## src/rtl/ofdm_tx_pkg.sv

```systemverilog
// Shared definitions for the 802.11a transmit path: code-rate encoding,
// tail length, puncture keep masks and the frame sequencer state encoding.
package ofdm_tx_pkg;

  typedef enum logic [1:0] {
    RATE_1_2  = 2'd0,
    RATE_2_3  = 2'd1,
    RATE_3_4  = 2'd2,
    RATE_RSVD = 2'd3
  } rate_e;

  // Zero bits that flush the K=7 encoder back to the all-zero state.
  localparam int TAIL_BITS = 6;

  // Keep masks: bit 0 keeps coded output A, bit 1 keeps coded output B.
  localparam logic [1:0] KEEP_AB = 2'b11;
  localparam logic [1:0] KEEP_A  = 2'b01;
  localparam logic [1:0] KEEP_B  = 2'b10;

  typedef enum logic [2:0] {
    ST_IDLE = 3'd0,
    ST_DATA = 3'd1,
    ST_TAIL = 3'd2,
    ST_PAD  = 3'd3,
    ST_DONE = 3'd4
  } state_e;

  // Highest puncture phase for a rate; the reserved code behaves as 1/2.
  function automatic logic [1:0] last_phase(input rate_e rate);
    unique case (rate)
      RATE_2_3: return 2'd1;
      RATE_3_4: return 2'd2;
      default:  return 2'd0;
    endcase
  endfunction

  // Keep mask for a given rate and puncture phase.
  function automatic logic [1:0] keep_lookup(input rate_e rate, input logic [1:0] phase);
    unique case (rate)
      RATE_2_3: return (phase == 2'd0) ? KEEP_AB : KEEP_A;
      RATE_3_4: begin
        unique case (phase)
          2'd0:    return KEEP_AB;
          2'd1:    return KEEP_A;
          default: return KEEP_B;
        endcase
      end
      default:  return KEEP_AB;
    endcase
  endfunction

endpackage

```

## src/rtl/conv_enc_seq_punct_mask_gen.sv

```systemverilog
// Puncture phase counter with keep-mask lookup. The phase steps once per
// issued encoder bit and wraps at the period of the selected code rate.
module punct_mask_gen
  import ofdm_tx_pkg::*;
(
  input  logic       sys_clk,
  input  logic       sys_rst,
  input  rate_e      rate,
  input  logic       clear,
  input  logic       advance,
  output logic [1:0] keep
);

  logic [1:0] phase_q;
  logic [1:0] phase_d;

  // Next phase: clear at frame start, otherwise step and wrap on each issued bit.
  always_comb begin
    // NOTE: default first so every path assigns phase_d and no latch is inferred.
    phase_d = phase_q;
    if (clear) begin
      phase_d = 2'd0;
    end else if (advance) begin
      phase_d = (phase_q >= last_phase(rate)) ? 2'd0 : phase_q + 2'd1;
    end
  end

  // Phase register with synchronous reset.
  always_ff @(posedge sys_clk) begin
    // NOTE: non-blocking so every flop samples pre-edge values regardless of block order.
    if (sys_rst) begin
      phase_q <= 2'd0;
    end else begin
      phase_q <= phase_d;
    end
  end

  assign keep = keep_lookup(rate, phase_q);

endmodule

```

## src/rtl/conv_enc_seq.sv

```systemverilog
// Frame sequencer ahead of the K=7 rate-1/2 convolutional encoder. Pulls DATA
// bits from upstream, appends 6 zero tail bits, pads with zeros to a whole
// OFDM symbol and tags every issued bit with its puncture keep mask.
// The final idle cycle after the last issued bit (extra TAIL cycle or PAD with
// sym_cnt back at 0) lets the registered last bit leave before DONE, so DONE
// never carries enc_valid.
module conv_enc_seq
  import ofdm_tx_pkg::*;
#(
  parameter int LEN_W   = 16,
  parameter int NDBPS_W = 8
) (
  input  logic               sys_clk,
  input  logic               sys_rst,
  input  logic               cfg_start,
  input  logic [LEN_W-1:0]   cfg_len,
  input  logic [NDBPS_W-1:0] cfg_ndbps,
  input  logic [1:0]         cfg_rate,
  input  logic               up_bit,
  input  logic               up_valid,
  output logic               up_ready,
  output logic               enc_bit,
  output logic               enc_valid,
  output logic [1:0]         punct_keep,
  output logic               busy,
  output logic               done
);

  localparam logic [2:0] TAIL_END  = 3'(TAIL_BITS);
  localparam logic [2:0] TAIL_LAST = 3'(TAIL_BITS - 1);

  state_e             state_q,     state_d;
  logic [LEN_W-1:0]   rem_q,       rem_d;
  logic [2:0]         tail_q,      tail_d;
  logic [NDBPS_W-1:0] sym_q,       sym_d;
  logic [NDBPS_W-1:0] ndbps_q,     ndbps_d;
  rate_e              rate_q,      rate_d;
  logic               enc_bit_q,   enc_bit_d;
  logic               enc_valid_q, enc_valid_d;
  logic [1:0]         keep_q,      keep_d;

  logic               xfer;
  logic               issue;
  logic               issue_bit;
  logic               frame_clr;
  logic [1:0]         gen_keep;
  logic [NDBPS_W-1:0] ndbps_last;
  logic [NDBPS_W-1:0] sym_next;

  assign up_ready = (state_q == ST_DATA);
  assign xfer     = up_valid & up_ready;

  // An N_DBPS of 0 is treated as 1 so the symbol counter still wraps.
  assign ndbps_last = (ndbps_q == '0) ? '0 : ndbps_q - 1'b1;
  assign sym_next   = (sym_q >= ndbps_last) ? '0 : sym_q + 1'b1;

  // Next-state, counters and the bit issued to the encoder this cycle.
  always_comb begin
    state_d   = state_q;
    rem_d     = rem_q;
    tail_d    = tail_q;
    sym_d     = sym_q;
    ndbps_d   = ndbps_q;
    rate_d    = rate_q;
    issue     = 1'b0;
    issue_bit = 1'b0;
    frame_clr = 1'b0;

    unique case (state_q)
      ST_IDLE: begin
        if (cfg_start) begin
          frame_clr = 1'b1;
          ndbps_d   = cfg_ndbps;
          rate_d    = rate_e'(cfg_rate);
          rem_d     = cfg_len;
          sym_d     = '0;
          tail_d    = 3'd0;
          state_d   = (cfg_len == '0) ? ST_TAIL : ST_DATA;
        end
      end

      ST_DATA: begin
        if (xfer) begin
          issue     = 1'b1;
          issue_bit = up_bit;
          sym_d     = sym_next;
          rem_d     = rem_q - 1'b1;
          if (rem_q == LEN_W'(1)) begin
            state_d = ST_TAIL;
          end
        end
      end

      ST_TAIL: begin
        if (tail_q == TAIL_END) begin
          // Tail ended exactly on a symbol boundary: no pad needed.
          state_d = ST_DONE;
        end else begin
          issue  = 1'b1;
          sym_d  = sym_next;
          tail_d = tail_q + 3'd1;
          if (tail_q == TAIL_LAST && sym_next != '0) begin
            state_d = ST_PAD;
          end
        end
      end

      ST_PAD: begin
        if (sym_q == '0) begin
          state_d = ST_DONE;
        end else begin
          issue = 1'b1;
          sym_d = sym_next;
        end
      end

      ST_DONE: begin
        state_d = ST_IDLE;
      end

      default: begin
        state_d = ST_IDLE;
      end
    endcase

    enc_valid_d = issue;
    enc_bit_d   = issue_bit;
    keep_d      = issue ? gen_keep : 2'b00;
  end

  // Puncture phase tracks issued bits only, so upstream gaps leave it untouched.
  punct_mask_gen u_punct (
    .sys_clk (sys_clk),
    .sys_rst (sys_rst),
    .rate    (rate_q),
    .clear   (frame_clr),
    .advance (issue),
    .keep    (gen_keep)
  );

  // State, counters, latched configuration and registered encoder outputs.
  always_ff @(posedge sys_clk) begin
    if (sys_rst) begin
      state_q     <= ST_IDLE;
      rem_q       <= '0;
      tail_q      <= 3'd0;
      sym_q       <= '0;
      ndbps_q     <= '0;
      rate_q      <= RATE_1_2;
      enc_bit_q   <= 1'b0;
      enc_valid_q <= 1'b0;
      keep_q      <= 2'b00;
    end else begin
      state_q     <= state_d;
      rem_q       <= rem_d;
      tail_q      <= tail_d;
      sym_q       <= sym_d;
      ndbps_q     <= ndbps_d;
      rate_q      <= rate_d;
      enc_bit_q   <= enc_bit_d;
      enc_valid_q <= enc_valid_d;
      keep_q      <= keep_d;
    end
  end

  assign enc_bit    = enc_bit_q;
  assign enc_valid  = enc_valid_q;
  assign punct_keep = keep_q;
  assign busy       = (state_q != ST_IDLE);
  assign done       = (state_q == ST_DONE);

endmodule

```

## config.mk

```make
export PLATFORM = sky130hd
export DESIGN_NAME = conv_enc_seq
export DESIGN_NICKNAME = d
export VERILOG_FILES = /design/src/rtl/ofdm_tx_pkg.sv /design/src/rtl/conv_enc_seq_punct_mask_gen.sv /design/src/rtl/conv_enc_seq.sv
export SDC_FILE = /design/constraint.sdc
export NUM_CORES = 1
export LEC_CHECK = 0
export ABC_AREA = 1
export ABC_CLOCK_PERIOD_IN_PS = 2700
export CORE_MARGIN = 4
export CORE_UTILIZATION = 51
export DETAILED_ROUTE_END_ITERATION = 10
export PLACE_DENSITY = 0.77
export SYNTH_ARGS = -nofsm -noshare
export SYNTH_HDL_FRONTEND = slang
export SYNTH_SLANG_ARGS = --single-unit
```

## constraint.sdc

```tcl
create_clock -name sys_clk -period 2.7 [get_ports sys_clk]
set_input_delay 0.54 -clock sys_clk [delete_from_list [all_inputs] [get_ports sys_clk]]
set_output_delay 0.54 -clock sys_clk [all_outputs]
set_load 0.01 [all_outputs]
```

==> results of run 1 <==
[logic make-up (layout without fill, tap and decap cells)]
family          Yosys count  in the layout  share of synthesized area [%]
compound gates           94             94                          16.95
xor+xnor                  7              7                          1.982
fa+ha+maj                22             22                          8.900
buf+inv                  79            125                          10.68
flops                    46             46                          29.77
simple gates            214            216                          31.71
[cells in the mapped netlist (2+ instances only)]
library cell,instances
or2_1,2
nand4_1,10
nand3_1,32
dfxtp_1,46
nor4_1,4
nand3_2,3
buf_2,4
ha_1,22
nor2_2,7
nor3_1,12
nor2_1,48
a211oi_1,2
or2_2,4
xor2_1,6
o211ai_1,2
o21ai_0,34
a31oi_1,2
clkbuf_1,4
nand2_2,2
a221oi_2,3
a21oi_1,46
buf_4,5
inv_1,62
nand2_1,84
[path summary, 6_finish.rpt]
path | start | endpoint | slack [ns] | cells past startpoint
worst max-delay path | ndbps_q[0]$_SDFFE_PP0P_ | state_q[1]$_SDFFE_PP0P_ | 0.11 | 21
worst min-delay path | rem_q[14]$_SDFFE_PP0P_ | rem_q[14]$_SDFFE_PP0P_ | 0.48 | 2
worst max register to register | ndbps_q[0]$_SDFFE_PP0P_ | state_q[1]$_SDFFE_PP0P_ | 0.11 | 21
worst min register to register | rem_q[14]$_SDFFE_PP0P_ | rem_q[14]$_SDFFE_PP0P_ | 0.48 | 2
[final cells by class]
cell class / count / area share [%]
Timing Repair Buffer: 53 / 12.87
Sequential cell: 46 / 24.24
Clock buffer: 6 / 2.167
Tap cell: 75 / 2.463
Multi-Input combinational cell: 339 / 51.56
Clock inverter: 2 / 0.3284
Inverter: 64 / 6.371
[power breakdown]
group          internal, W  switching, W  leakage, nW  total [W]
combinational     0.000917       0.00149         1.24    0.00241
sequential        0.000879      0.000188        0.378    0.00107
clock             0.000206      0.000238       0.0472   0.000444
total              0.00200       0.00192         1.67    0.00392
[timing repair]
item	in CTS	in global routing
pin swaps	0	8
gates cloned	0	2
endpoints found under the setup margin	2	5
buffers inserted	0	5
resized for setup	3	28
hold buffers	0	0
[layer usage]
layer  vias up  wire length, µm  track usage [%]
met5         -                0                0
li1       1622                -                -
met1      1472             3667            29.31
met3        13              470            3.939
met4         0              104            6.331
met2        96             3794            35.25
[critical path, delay by kind of cell (launching register included)]
family	cells	cell delay, ns
adders and majority gates	2	0.38
DFF	1	0.33
buffers and inverters	3	0.23
AOI/OAI and AO/OA	1	0.14
and+or+nand+nor	15	1.41
[per-stage QoR]
| stage | utilization, % | hold slack [ns] | setup slack [ns] |
|---|---|---|---|
| floorplan | - | 0.4436 | 0.1471 |
| global placement | 60.35 | 0.4537 | 0.05557 |
| detailed placement | 60.35 | 0.4661 | -0.08355 |
| CTS | 62.18 | 0.4795 | 0.08443 |
| global route | 64.73 | 0.5107 | -0.1099 |
| finish | 64.73 | 0.4766 | 0.1058 |
[sequential cells by signal, indices dropped and copies added, names as in the netlist]
signal / cells
u_punct.phase_q: 2
enc_bit: 1
sym_q: 8
punct_keep: 2
state_q: 3
enc_valid: 1
rate_q: 2
rem_q: 16
tail_q: 3
ndbps_q: 8
==> impl_metrics.json, run 1 <==
{
  "grt_pass1_wl_um": 13210,
  "rsz0062_at_grt": "yes",
  "crit_slowest_cell": "dfxtp_2",
  "worstMarginPinSlew_ns": 0.5430,
  "routedWlPerCell_um": 13.74,
  "core_um2": 5886,
  "hold_violations": 0,
  "final_nets": 562,
  "synth_cells": 462,
  "n_antenna_cell": 0,
  "synth-seq-cells": 46,
  "synth_top_area_cell": "dfxtp_1",
  "crit_fanout": 5,
  "grt_pass1_vias": 3009,
  "row_count": 28,
  "io-pin-count": 38,
  "cp.required_ns": 2.90,
  "vias": 3203,
  "slew_headroom_pct": 63.71,
  "vias_per_cell": 5.475,
  "synth_seq_area_share_pct": 29.77,
  "fmax_ghz": 0.3855,
  "multi_input_area_um2": 1964,
  "port_buffers": 37,
  "cap_violations": 0,
  "syn_avg_cell_area_um2": 6.695,
  "routabilityCongestion": 0.9010,
  "final_common_cell": "nand2_1",
  "regArea_um2": 923.4,
  "area_growth_pct": 23.18,
  "htreeDepth": 2,
  "peakVddDrop_uv": 653.9,
  "start_util_pct": 52.55,
  "synth_nets": 515,
  "async_reset_ff_share_pct": 0,
  "cellLeakagePower_nw": 1.670,
  "critPathCaptureType": "flip-flop",
  "synth_top_area_share_pct": 29.77,
  "path_cells": "inv_2, ha_4, nand2_2, nor3_2, inv_2, nor3_4, inv_2, nand3_1, ha_1, nand2_1, nor2_1, nor2_2, nand2_2, nand2_4, nand3b_1, nand2_1, nor2_1, nand2_1, nand2_2, a21oi_2, nor2_1",
  "finalSetupViolations": 0,
  "grt_max_degree": 29,
  "clock-skew-final_ns": 0.01050,
  "most-common-layout-cells": "nand2_1 (80), inv_1 (58), nor2_1 (45), a21oi_1 (44), dfxtp_1 (44)",
  "post-route-cell-area_um2": 3810,
  "dr.pass1.iters": 6,
  "hpwl_um": 5810,
  "cts_tree": "built",
  "route.detailed.drc": 0,
  "p_total_w": 0.003918,
  "worstPathArrival_ns": 2.80,
  "drt-total-wl_um": 8037,
  "setup_tns_ns": 0,
  "die_y_um": 85.88,
  "synth-edff-count": 0,
  "synthFlopType": "dfxtp_1",
  "ys_warn_count": 0,
  "placed_area_um2": 3552,
  "netlist_area_um2": 3093,
  "fillers": 519,
  "gr-total-overflow": 0,
  "cp-start-kind": "flip-flop",
  "status": "complete, no violations",
  "clk_pin_slew_ns": 0.09,
  "drive_gt1_share_pct": 14.12,
  "synth_area_leaders": "dfxtp_1 (30%), nand2_1 (10%), ha_1 (8.9%), inv_1 (7.5%), a21oi_1 (7.4%)",
  "numCtsBuffers": 5,
  "pwr_density_cell_nw_per_um2": 1028,
  "criticalPathCategory": "reg2reg",
  "final_antenna_net_count": 0,
  "drv_slew": 0,
  "hold_class": "reg2reg",
  "drt_iter0_drc": 209,
  "cts_root_buffer": "clkbuf_8",
  "antenna_found_initial": 0,
  "timing.final.crit_share_pct": 96.08,
  "ys_types": 40,
  "die_area_um2": 7375,
  "final-instance-count-excl-fill": 585,
  "max_stage_delay_ns": 0.33,
  "worstSkewPairLatency_ns": 0.30,
  "cts_max_path_buffers": 2,
  "cts_sinks": 46,
  "die_w_um": 85.88,
  "dp_cells": 570,
  "period_needed_ns": 2.594,
  "grt_usage_pct": 21.70
}
No activity file was read; power rests on OpenSTA's default activity.
==> run 2, diff against run 1 <==
--- a/config.mk
+++ b/config.mk
@@ -7,4 +7,2 @@
 export LEC_CHECK = 0
-export ABC_AREA = 1
-export ABC_CLOCK_PERIOD_IN_PS = 2700
 export CORE_MARGIN = 4
--- a/constraint.sdc
+++ b/constraint.sdc
@@ -3,2 +3,2 @@
 set_output_delay 0.54 -clock sys_clk [all_outputs]
-set_load 0.01 [all_outputs]
+set_load 0.005 [all_outputs]
==> run 2 against run 1 <==
  * Clock power rose by 1%
  * Highest routed layer unchanged
  * Count of clock-buffer cells in the layout did not move
  * Combinational power fell by 59%
  * Die area fell by 0.88%
  * Critical path type unchanged
  * Fmax rose by 3.1%
==> impl_metrics.json, run 2 <==
{
  "peakVddDrop_uv": 515.2,
  "cp_num_buf_inv": 2,
  "drive_gt1_share_pct": 9.767,
  "syn_avg_cell_area_um2": 7.735,
  "start_util_pct": 53.97,
  "largest_register": "rem_q",
  "ys_types": 61,
  "cts_sinks": 46,
  "synth_top_area_share_pct": 30.07,
  "hpwl_um": 5630,
  "dr.pass1.iters": 4,
  "yosysMostFrequentCell": "nand2_1",
  "largest_reg_flops": 16,
  "grt_pass1_vias": 2793,
  "die_y_um": 85.50,
  "post_cts_buffers": 0,
  "clock-skew-final_ns": 0.004260,
  "route.detailed.drc": 0,
  "largestRegisters": "rem_q: 16 flops, ndbps_q: 8 flops, sym_q: 8 flops",
  "synth_top_area_cell": "dfxtp_1",
  "synth-edff-count": 0,
  "grt_pass1_wl_um": 12560,
  "synth_area_leaders": "dfxtp_1 (30%), ha_1 (9.0%), nand2_1 (6.6%), a21oi_1 (6.2%), nor2_1 (4.0%)",
  "antenna_found_initial": 0,
  "row_count": 27,
  "core_um2": 5675,
  "drv_slew": 0,
  "drt-total-wl_um": 7560,
  "finalSetupViolations": 0,
  "ys_top_cells_by_count": "nand2_1 (54), dfxtp_1 (46), a21oi_1 (38), nor2_1 (33), ha_1 (22)",
  "synth_cells": 396,
  "worstPathArrival_ns": 2.75,
  "die_area_um2": 7309,
  "cp.required_ns": 2.93,
  "synth_nets": 449,
  "grt_usage_pct": 20.71,
  "gr-total-overflow": 0,
  "placed_area_um2": 3475,
  "cp_top_family": "compound AO/OA/AOI/OAI gates",
  "timing.final.crit_share_pct": 93.18,
  "cts_root_buffer": "clkbuf_8",
  "status": "complete, no violations",
  "synth_seq_area_share_pct": 30.07,
  "final_common_cell": "nand2_1",
  "htreeDepth": 2,
  "post-route-cell-area_um2": 3617,
  "hold_buffers": 0,
  "area_growth_pct": 18.10,
  "hold_class": "reg2reg",
  "async_reset_ff_share_pct": 0,
  "setup_tns_ns": 0,
  "cts_max_path_buffers": 2,
  "final_nets": 482,
  "die_w_um": 85.50,
  "crit_slowest_cell": "dfxtp_1",
  "synth-seq-cells": 46,
  "port_buffers": 37,
  "hold_ws_ns": 0.4780,
  "p_total_w": 0.002290,
  "vias_per_cell": 5.948,
  "fmax_ghz": 0.3975,
  "critPathCaptureType": "flip-flop",
  "clk_pin_slew_ns": 0.09,
  "routedWlPerCell_um": 15.06,
  "numCtsBuffers": 5,
  "routabilityCongestion": 0.8599,
  "vias": 2986,
  "period_needed_ns": 2.516,
  "cts_tree": "built",
  "n_antenna_cell": 0,
  "final_antenna_net_count": 0,
  "ys_warn_count": 0,
  "cp-start-kind": "flip-flop",
  "path_cells": "inv_1, ha_1, nand2_1, nor3_2, nand2b_1, nand2_1, ha_1, a211oi_2, o21ai_2, a211oi_1, buf_4, nand3_1, a31oi_1",
  "max_stage_delay_ns": 0.36,
  "io-pin-count": 38,
  "most-common-layout-cells": "nand2_1 (54), dfxtp_1 (45), a21oi_1 (37), clkdlybuf4s50_1 (37), nor2_1 (32)",
  "worstMarginPinSlew_ns": 0.5615,
  "netlist_area_um2": 3063,
  "worstSkewPairLatency_ns": 0.30,
  "fillers": 517,
  "grt_max_degree": 27,
  "cts-resized-gates": 0,
  "criticalPathCategory": "reg2reg",
  "synthFlopType": "dfxtp_1",
  "crit_fanout": 6,
  "pwr_density_cell_nw_per_um2": 633.1,
  "fin_util_pct": 63.73,
  "slew_headroom_pct": 62.36,
  "cellLeakagePower_nw": 1.383,
  "hold_violations": 0,
  "cap_violations": 0,
  "drt_iter0_drc": 213
}
run 2: power by group:
part | internal (W) | leakage (nW) | switching (W)
clock | 0.000206 | 0.0472 | 0.000244
combinational | 0.000402 | 0.959 | 0.000579
sequential | 0.000760 | 0.376 | 0.0000989
run 2: final timing paths:
kind | from | endpoint | slack [ns] | cells after the start
worst max-delay path | ndbps_q[0]$_SDFFE_PP0P_ | sym_q[5]$_SDFFE_PP0P_ | 0.18 | 13
worst min-delay path | rate_q[1]$_SDFFE_PP0P_ | rate_q[1]$_SDFFE_PP0P_ | 0.48 | 2
worst max register to register | ndbps_q[0]$_SDFFE_PP0P_ | sym_q[5]$_SDFFE_PP0P_ | 0.18 | 13
worst min register to register | rate_q[1]$_SDFFE_PP0P_ | rate_q[1]$_SDFFE_PP0P_ | 0.48 | 2
run 2: per-stage QoR:
| step | cells | setup slack (ns) |
|---|---|---|
| CTS | 502 | 0.007348 |
| global route | 502 | -0.04004 |
| global placement | 494 | 0.1979 |
| detailed placement | 494 | 0.03502 |
| finish | 502 | 0.1841 |
| floorplan | 396 | 0.1700 |
run 2: layer usage:
metal	wire [µm]	track usage [%]
met5	0	0
met4	66	4.604
met3	379	4.323
met2	3638	34.89
met1	3475	27.25
run 2: area by class of cell:
class	instances	area (µm²)	share of cell area [%]
well taps	72	90.09	2.490
inverters	19	76.32	2.110
clock buffers	6	82.58	2.283
clock inverters	2	12.51	0.3459
flip-flops and latches	46	922.1	25.49
multi-input cells	311	1996	55.17
repair buffers	46	437.9	12.11
run 2: logic make-up after synthesis:
kind of cell,synth area share [%]
and+or+nand+nor,29.66
AOI/OAI and AO/OA,21.77
DFF,30.07
buffers and inverters,6.291
adders and majority gates,8.987
xor gates and xnor gates,2.574
muxes,0.6536
run 2: tightest hold or removal path, stage by stage, from the launching register on:
cell     delay (ns)
dfxtp_1        0.33
nand2_1        0.05
a21oi_1        0.05
==> run 3, diff against run 2 <==
PLACE_DENSITY = 0.87   (was 0.77)
==> run 3 against run 2 <==
  * Global-route usage increased by 0.22 points
  * Utilization down 0.40 points
  * Worst hold slack improved by 0.0035 ns
  * Combinational power down 2.7%
  * Critical path type unchanged
  * Highest routed layer unchanged
==> impl_metrics.json, run 3 (same netlist as run 2, synthesis figures left out) <==
{
  "cp-start-kind": "flip-flop",
  "worstHoldEndpoint": "rem_q[14]$_SDFFE_PP0P_",
  "row_count": 27,
  "hold_violations": 0,
  "rr_worst_depth": 13,
  "htreeDepth": 2,
  "cap_violations": 0,
  "worstSkewPairLatency_ns": 0.30,
  "worstPathArrival_ns": 2.76,
  "cts_root_buffer": "clkbuf_8",
  "port_buffers": 37,
  "post-route-worst-setup-slack_ns": 0.1750,
  "dp_cells": 491,
  "largest_register": "rem_q",
  "routedWlPerCell_um": 15.08,
  "rrSetupSlack_ns": 0.18,
  "drv_slew": 0,
  "hold_buffers": 0,
  "largestRegisters": "rem_q: 16 flops, ndbps_q: 8 flops, sym_q: 8 flops",
  "cp.required_ns": 2.93,
  "slew_headroom_pct": 58.38,
  "antenna_found_initial": 0,
  "status": "complete, no violations",
  "grt_pass1_wl_um": 12770,
  "route.detailed.drc": 0,
  "r2r-start": "ndbps_q[0]$_SDFFE_PP0P_",
  "final-instance-count-excl-fill": 499,
  "crit_start": "ndbps_q[0]$_SDFFE_PP0P_",
  "clock-skew-final_ns": 0.007738,
  "start_util_pct": 53.97,
  "timing.final.crit_share_pct": 93.52,
  "post_cts_buffers": 0,
  "cellLeakagePower_nw": 1.369,
  "r2r-end": "sym_q[5]$_SDFFE_PP0P_",
  "hp-start": "rem_q[14]$_SDFFE_PP0P_",
  "core_um2": 5675,
  "final_common_cell": "nand2_1",
  "clk_pin_slew_ns": 0.09,
  "drt_iter0_drc": 218,
  "peakVddDrop_uv": 377.2,
  "hold_ws_ns": 0.4815,
  "vias_per_cell": 6.054,
  "worstMarginPinSlew_ns": 0.6224,
  "drive_gt1_share_pct": 8.197,
  "hold_class": "reg2reg",
  "finalSetupViolations": 0,
  "fillers": 490,
  "n_antenna_cell": 0,
  "area_growth_pct": 17.36,
  "routabilityCongestion": 0.8805,
  "largest_reg_flops": 16,
  "die_w_um": 85.50,
  "grt_max_degree": 28,
  "critPathCaptureType": "flip-flop",
  "final_nets": 479,
  "pwr_density_cell_nw_per_um2": 630.5,
  "grt_pass1_vias": 2774,
  "cts_max_path_buffers": 2,
  "dr.pass1.iters": 5,
  "io-pin-count": 38,
  "grt_usage_pct": 20.93,
  "final_antenna_net_count": 0,
  "die_y_um": 85.50,
  "crit_fanout": 6,
  "drt-total-wl_um": 7525,
  "criticalPathCategory": "reg2reg",
  "vias": 3021,
  "die_area_um2": 7309,
  "hpwl_um": 5597,
  "dp_worst_setup_slack_ns": 0.08333,
  "cts_sinks": 46,
  "numCtsBuffers": 5,
  "gr-total-overflow": 0,
  "most-common-layout-cells": "nand2_1 (54), dfxtp_1 (46), a21oi_1 (38), clkdlybuf4s50_1 (37), nor2_1 (33)",
  "fmax_ghz": 0.3960,
  "cts_tree": "built",
  "hold_path_depth": 2,
  "period_needed_ns": 2.525
}
run 3: layout make-up:
class                   instances  area [µm²]  share of cell area (%)
clock inverters                 2       12.51                  0.3481
multi-input cells             311        1984                   55.20
flip-flops and latches         46       920.9                   25.62
clock buffers                   6       82.58                   2.297
inverters                      19       76.32                   2.123
well taps                      72       90.09                   2.506
repair buffers                 43       427.9                   11.90
run 3: worst max path at each step:
stage	to	slack, ns	cells after the start
6_report	sym_q[5]$_SDFFE_PP0P_	0.18	13
5_1_grt	sym_q[6]$_SDFFE_PP0P_	-0.03	12
4_1_cts	sym_q[5]$_SDFFE_PP0P_	0.008	12
3_5_place_dp	sym_q[6]$_SDFFE_PP0P_	0.08	11
3_3_place_gp	sym_q[2]$_SDFFE_PP0P_	0.22	13
2_1_floorplan	sym_q[5]$_SDFFE_PP0P_	0.17	12
run 3: routing by layer:
layer / track usage (%) / part of all wire, % / wire [µm]
met1: 27.01 / 43 / 3241
met2: 36.44 / 51 / 3808
met3: 3.746 / 5.7 / 431
met4: 4.460 / 0.58 / 44
met5: 0 / 0 / 0
run 3: worst max-delay path: stages, from the launching register on:
cell and delay, ns:
dfxtp_1 0.35, inv_1 0.07, ha_1 0.24, nand2_1 0.14
nor3_2 0.06, nand2b_1 0.16, nand2_1 0.08, ha_1 0.31
a211oi_2 0.24, o21ai_2 0.12, a211oi_2 0.26, buf_4 0.19
nand3_1 0.07, a31oi_1 0.15
run 3: power breakdown:
group	internal (W)	leakage, nW	switching (W)
logic	0.000394	0.945	0.000561
registers	0.000760	0.376	0.000109
clock network	0.000206	0.0472	0.000237
run 3: stage by stage:
step	cell area, µm²	total power, W	setup TNS [ns]	util (%)
after floorplan	3063	0.001550	0	-
after global placement	3465	0.001760	0	61.05
after detailed placement	3465	0.001793	0	61.05
after CTS	3560	0.002230	0	62.72
after global routing	3595	0.002426	-0.02958	63.34
final	3595	0.002267	0	63.34
run 3: repair_timing:
item                       CTS  global route
resized for setup            0             9
pin swaps                    1             0
setup endpoints to repair    2             9
